**config.mk**
```make
export PLATFORM = sky130hd
export DESIGN_NAME = commit_trace_tx
export DESIGN_NICKNAME = d
export VERILOG_FILES = /design/src/rtl/trace_pkg.sv /design/src/rtl/trace_fifo.sv /design/src/rtl/commit_trace_tx.sv
export SDC_FILE = /design/constraint.sdc
export NUM_CORES = 1
export LEC_CHECK = 0
export BUFFER_PORTS_ARGS = -buffer_cell sky130_fd_sc_hd__buf_2
export CORE_AREA = 2 2 292 208
export CTS_CLUSTER_DIAMETER = 50
export DETAILED_ROUTE_END_ITERATION = 8
export DIE_AREA = 0 0 294 210
export GPL_ROUTABILITY_DRIVEN = 0
export MAX_ROUTING_LAYER = met4
export SYNTH_ARGS = -nofsm -noshare
export SYNTH_HDL_FRONTEND = slang
export SYNTH_SLANG_ARGS = --single-unit
```
**constraint.sdc**
```tcl
create_clock -name clk -period 14.5 [get_ports clk]
set_input_delay 2.175 -clock clk [delete_from_list [all_inputs] [get_ports clk]]
set_output_delay 2.175 -clock clk [all_outputs]
set_load 0.03 [all_outputs]
```
**src/rtl/trace_pkg.sv**
```systemverilog
// Shared types for the commit trace transmitter: record layout, record
// type codes and the transmitter state encoding.
package trace_pkg;

  localparam logic [1:0] REC_REG   = 2'd0;
  localparam logic [1:0] REC_LOAD  = 2'd1;
  localparam logic [1:0] REC_STORE = 2'd2;
  localparam logic [1:0] REC_HALT  = 2'd3;

  // 34-bit trace record {type, a, b}
  typedef struct packed {
    logic [1:0]  rtype;
    logic [15:0] a;
    logic [15:0] b;
  } rec_t;

  typedef enum logic [1:0] {
    ST_RUN       = 2'd0,
    ST_HALT_PEND = 2'd1,
    ST_DRAIN     = 2'd2,
    ST_DONE      = 2'd3
  } state_t;

endpackage

```
**src/rtl/trace_fifo.sv**
```systemverilog
// Record FIFO: up to four contiguous writes per cycle, one read per cycle.
// The head record is driven straight from registered storage and reads as
// all-zero whenever the FIFO is empty.
module trace_fifo
  import trace_pkg::*;
#(
  parameter int DEPTH = 8,
  parameter int AW    = 3
) (
  input  logic          clk,
  input  logic          rst,
  input  logic [2:0]    wr_n,
  input  rec_t [3:0]    wr_rec,
  input  logic          rd_en,
  output logic          rd_valid,
  output rec_t          rd_rec,
  output logic [AW:0]   occ
);

  rec_t          mem [DEPTH];
  logic [AW-1:0] wptr;
  logic [AW-1:0] rptr;
  logic          pop;

  assign rd_valid = (occ != '0);
  assign pop      = rd_en & rd_valid;
  assign rd_rec   = rd_valid ? mem[rptr] : '0;

  // Pointer and occupancy bookkeeping; the caller never writes more than free.
  always_ff @(posedge clk) begin
    if (rst) begin
      wptr <= '0;
      rptr <= '0;
      occ  <= '0;
    end else begin
      wptr <= wptr + AW'(wr_n);
      rptr <= rptr + AW'(pop);
      occ  <= occ + (AW+1)'(wr_n) - (AW+1)'(pop);
    end
  end

  // Record storage: slot i of the write bundle lands at wptr+i, wrapping.
  always_ff @(posedge clk) begin
    for (int i = 0; i < 4; i++) begin
      if (3'(i) < wr_n) begin
        mem[wptr + AW'(i)] <= wr_rec[i];
      end
    end
  end

endmodule

```
**src/rtl/commit_trace_tx.sv**
```systemverilog
// Commit trace transmitter: encodes per-cycle commit events into REG/LOAD/
// STORE/HALT records, buffers them and drains them over a valid/ready stream.
// A cycle whose records do not all fit is dropped whole; a dropped HALT is
// retried on its own until space appears.
module commit_trace_tx
  import trace_pkg::*;
#(
  parameter int DEPTH = 8,
  parameter int AW    = 3
) (
  input  logic        clk,
  input  logic        rst,
  input  logic        reg_wr,
  input  logic [2:0]  reg_sel,
  input  logic [15:0] reg_data,
  input  logic        mem_rd,
  input  logic        mem_wr,
  input  logic [15:0] mem_addr,
  input  logic [15:0] mem_wdata,
  input  logic [15:0] mem_rdata,
  input  logic        halt,
  output logic        rec_valid,
  input  logic        rec_ready,
  output logic [1:0]  rec_type,
  output logic [15:0] rec_a,
  output logic [15:0] rec_b,
  output logic        almost_full,
  output logic        overflow,
  output logic [7:0]  drop_count,
  output logic        done
);

  state_t      state;
  state_t      state_nxt;
  logic [15:0] inst_count;
  logic [15:0] cycle_count;
  logic [15:0] inst_nxt;
  logic [15:0] cycle_nxt;
  logic [AW:0] occ;
  logic [AW:0] free;
  rec_t [3:0]  cand;
  logic [2:0]  cand_n;
  rec_t [3:0]  wr_rec;
  logic [2:0]  wr_n;
  logic        drop;
  rec_t        head;

  // Free space comes only from registered occupancy; a same-cycle pop is not credited.
  assign free        = (AW+1)'(DEPTH) - occ;
  assign almost_full = (free < (AW+1)'(4));
  assign done        = (state == ST_DONE);
  assign rec_type    = head.rtype;
  assign rec_a       = head.a;
  assign rec_b       = head.b;

  // Counter look-ahead values; the HALT record carries the halt cycle's counts.
  always_comb begin
    inst_nxt  = inst_count + {15'd0, (halt | reg_wr | mem_wr)};
    cycle_nxt = cycle_count + 16'd1;
  end

  // Pack asserted commit events densely in fixed order REG, LOAD, STORE, HALT.
  always_comb begin
    cand   = '0;
    cand_n = '0;
    if (reg_wr) begin
      cand[cand_n[1:0]] = '{rtype: REC_REG, a: {13'd0, reg_sel}, b: reg_data};
      cand_n = cand_n + 3'd1;
    end
    if (mem_rd) begin
      cand[cand_n[1:0]] = '{rtype: REC_LOAD, a: mem_addr, b: mem_rdata};
      cand_n = cand_n + 3'd1;
    end
    if (mem_wr) begin
      cand[cand_n[1:0]] = '{rtype: REC_STORE, a: mem_addr, b: mem_wdata};
      cand_n = cand_n + 3'd1;
    end
    if (halt) begin
      cand[cand_n[1:0]] = '{rtype: REC_HALT, a: inst_nxt, b: cycle_nxt};
      cand_n = cand_n + 3'd1;
    end
  end

  // Next state and FIFO write control.
  always_comb begin
    state_nxt = state;
    wr_rec    = cand;
    wr_n      = '0;
    drop      = 1'b0;
    unique case (state)
      ST_RUN: begin
        if ((AW+1)'(cand_n) <= free) begin
          wr_n = cand_n;
          if (halt) state_nxt = ST_DRAIN;
        end else begin
          drop = 1'b1;
          if (halt) state_nxt = ST_HALT_PEND;
        end
      end
      ST_HALT_PEND: begin
        // Counters are frozen outside RUN, so they already include the halt cycle.
        wr_rec[0] = '{rtype: REC_HALT, a: inst_count, b: cycle_count};
        if (free != '0) begin
          wr_n      = 3'd1;
          state_nxt = ST_DRAIN;
        end
      end
      ST_DRAIN: begin
        if (rec_valid && rec_ready && (rec_type == REC_HALT)) state_nxt = ST_DONE;
      end
      ST_DONE: state_nxt = ST_DONE;
      default: state_nxt = ST_RUN;
    endcase
  end

  // State, counters and drop statistics.
  always_ff @(posedge clk) begin
    if (rst) begin
      state       <= ST_RUN;
      inst_count  <= '0;
      cycle_count <= '0;
      overflow    <= 1'b0;
      drop_count  <= '0;
    end else begin
      state <= state_nxt;
      if (state == ST_RUN) begin
        inst_count  <= inst_nxt;
        cycle_count <= cycle_nxt;
      end
      if (drop) begin
        overflow <= 1'b1;
        if (drop_count != 8'hFF) drop_count <= drop_count + 8'd1;
      end
    end
  end

  trace_fifo #(
    .DEPTH (DEPTH),
    .AW    (AW)
  ) u_fifo (
    .clk      (clk),
    .rst      (rst),
    .wr_n     (wr_n),
    .wr_rec   (wr_rec),
    .rd_en    (rec_ready),
    .rd_valid (rec_valid),
    .rd_rec   (head),
    .occ      (occ)
  );

endmodule

```
==> flow_summary.yaml <==
run_status:
  status: "finished, violations left"
  violations: "max-capacitance violations"
timing:
  worst_pin_slew_ps: 1470
  setup_slack_ps: 5270
  fin_crit_sh_pct: 63.7
  relSlewSlack_pct: 0.787
  max_freq_ghz: 0.108
  final.setup.tns_ps: 0
  fin_skew_ps: 19.0
  hold_violations: 0
  min_period_ps: 9230
  final_max_slew_viol_count: 0
  rsz0062_at_grt: "false"
  setup_viol: 0
yosys:
  synth_edf_count: 272
  synthMuxAreaShare_pct: 19.0
  async_reset_ff_share_pct: 0
  ys_seq_elements: 325
  synth_fa_ha_area_share_pct: 1.76
  syn-mean-instance-area_sq_um: 9.99
  synth-xor-area-share_pct: 2.66
  synthSimpleGateAreaFrac_pct: 11.7
  syn-num-nets: 2442
  synthCells: 2337
  synth_area_sq_mm: 0.0234
  yosysUniqueCellTypes: 80
  yosysTopAreaCellShare_pct: 35.0
  synth_top_cell_by_area: "edfxtp_1"
  synthTopCellsByArea: "edfxtp_1, mux2i_1, mux4_2, dfxtp_1, nor2_1"
  synth_top_family_by_area: "compound AO/OA/AOI/OAI gates"
  yosysSeqAreaShare_pct: 39.5
  synthFlopType: "edfxtp_1"
  ys_warn_count: 0
  synth_compound_area_share_pct: 21.1
cts:
  htreeDepth: 2
  cts_sinks: 325
  cts_hold_buf: 0
  cts_max_path_buffers: 3
  cts_buffers: 39
  cts_tree: "yes"
  cts_setup_buffers: 0
  post_cts_resized: 0
  cts.clk_slew.worst_paths_ps: 60
  clock_latency_ps: 560
  cts_root_buffer: "clkbuf_16"
floorplan:
  die_h_um: 210
  coreArea_sq_mm: 0.0590
  die_w_um: 294
  die_area_sq_mm: 0.0617
  pin_count: 120
  rows: 75
  initial_core_util_pct: 39.6
global_routing:
  antenna_found_initial: 0
  grt_pass1_wl_um: 149000
  grt_pass1_vias: 21300
  gr-total-overflow: 0
  grt.total_usage_pct: 33.9
  grt_max_degree: 54
detailed_routing:
  drc: 0
  routed_via_density: 7.13
  drt_first_pass_iters: 7
  ant_nets: 0
  vias: 22500
  routedWlPerCell_um: 33.0
  wirelength_um: 104000
  drtIter0Drc: 4183
finish:
  drive_gt1_share_pct: 15.9
  instances_no_fill: 3161
  nNetsFinal: 2468
  seq_area_sq_mm: 0.00924
  final_util_pct: 44.2
  fillCellCount: 5488
  area_delta_synth_final_pct: 11.7
  insertedDiodeCount: 0
  mostFrequentLayoutCell: "mux2i_1"
  multiInputGateArea_sq_mm: 0.0132
  final_cell_mix: "mux2i_1, edfxtp_1, nor2_1"
flow_run:
  max_cap_violations: 1
placed_design:
  port_buffers: 119
  dp_hpwl_um: 69100
  dp_slack_ps: 5070
  dp.cells: 3091
pwr:
  p_leak_nw: 10.0
  power.density_mw_per_mm2: 202
  irDropWorstVdd_mv: 0.147
critical_path:
  reg2reg_from: "u_fifo.occ[0]"
  crit_required_ps: 14670
  crit_path_max_incr_delay_ps: 1090
  worstPathArrival_ps: 9400
  ff2ff_path_depth: 10
  crit_chain: "buf_2 -> inv_1 -> ha_1 -> and3_1 -> inv_1 -> ha_1 -> and2_1 -> nor2_2 -> inv_1 -> ha_1 -> and3b_1 -> o21a_1 -> a221oi_4 -> nand2_1 -> nand2_1 -> a311o_2"
  critPathLaunchType: "input port"
  rrSetupSlack_ps: 9050
  critPathKind: "in2reg"
  slowest_stage: "a311o_2"
  cp_max_fo: 34
  r2r_end: "u_fifo.mem[6][7]"
  critPathCaptureType: "register"
min_path:
  hold_path_class: "reg2reg"
  holdPathStages: 2
  hp-start: "u_fifo.rptr[2]"
  hold_path_end: "u_fifo.rptr[2]"
where the power goes:
part	internal, W	total [W]	switching (W)
Clock	0.000606	0.00104	0.000439
Combinational	0.000854	0.00261	0.00176
Sequential	0.00147	0.00162	0.000146
Total	0.00293	0.00528	0.00234
worst max path at each step:
stage,from,endpoint,slack (ps),cells past startpoint
floorplan,reg_wr,u_fifo.mem[4][0],3790,20
global placement,reg_wr,u_fifo.mem[7][29],5340,16
detailed placement,reg_wr,u_fifo.mem[6][1],5070,16
CTS,reg_wr,u_fifo.mem[6][24],5630,16
global route,reg_wr,u_fifo.mem[6][17],5050,16
finish,reg_wr,u_fifo.mem[6][7],5270,16
routing by layer:
layer	vias up	global-route usage, %	routed length, um
li1	9195	-	-
met1	10900	44.6	39300
met2	2014	47.4	42900
met3	443	11.0	16100
met4	0	15.2	5840
met5	-	-	0
synthesized netlist by cell type, types with 53 or more instances:
master and count:
mux2i_1 287, edfxtp_1 272, nor2_1 226, nand2_1 206, clkbuf_1 140, o21ai_0 128
o221ai_1 88, a21oi_1 75, a22oi_1 74, mux4_2 68, a221oi_1 64, buf_2 54
o21ai_1 54, dfxtp_1 53
worst max-delay path: cells and delay by family:
| kind | cells | cell delay, ps |
|---|---|---|
| compound gates | 3 | 2230 |
| fa+ha+maj | 3 | 1110 |
| buf+inv | 4 | 1090 |
| simple gates | 6 | 2770 |
layout make-up:
cell class	count	area share, %
multi-input combinational	1762	50.8
sequential	325	35.4
timing repair buffer	201	4.63
clock buffer	48	4.15
tap	770	3.69
clock inverter	21	0.873
inverter	34	0.489
stage by stage:
stage / hold WS [ps] / cell area, sq um / power (W)
5_1_grt: 519 / 26100 / 0.00545
2_1_floorplan: 454 / 23400 / 0.00329
3_3_place_gp: 472 / 24800 / 0.00410
3_5_place_dp: 484 / 24800 / 0.00416
4_1_cts: 493 / 26100 / 0.00519
6_report: 498 / 26100 / 0.00528
cells by family (layout without fill, tap and decap cells):
family,Yosys count,after routing
simple gates,609,609
compound gates,694,694
buf+inv,250,304
xor+xnor,71,71
flops,325,325
mux,357,357
fa+ha+maj,31,31
sequential cells by signal, indices dropped and copies added (netlist names):
name and flops:
cycle_count 16, drop_count 8, inst_count 16, overflow 1, state 2, u_fifo.mem 272, u_fifo.occ 4, u_fifo.rptr 3
u_fifo.wptr 3
No activity file was read; power rests on OpenSTA's default activity.
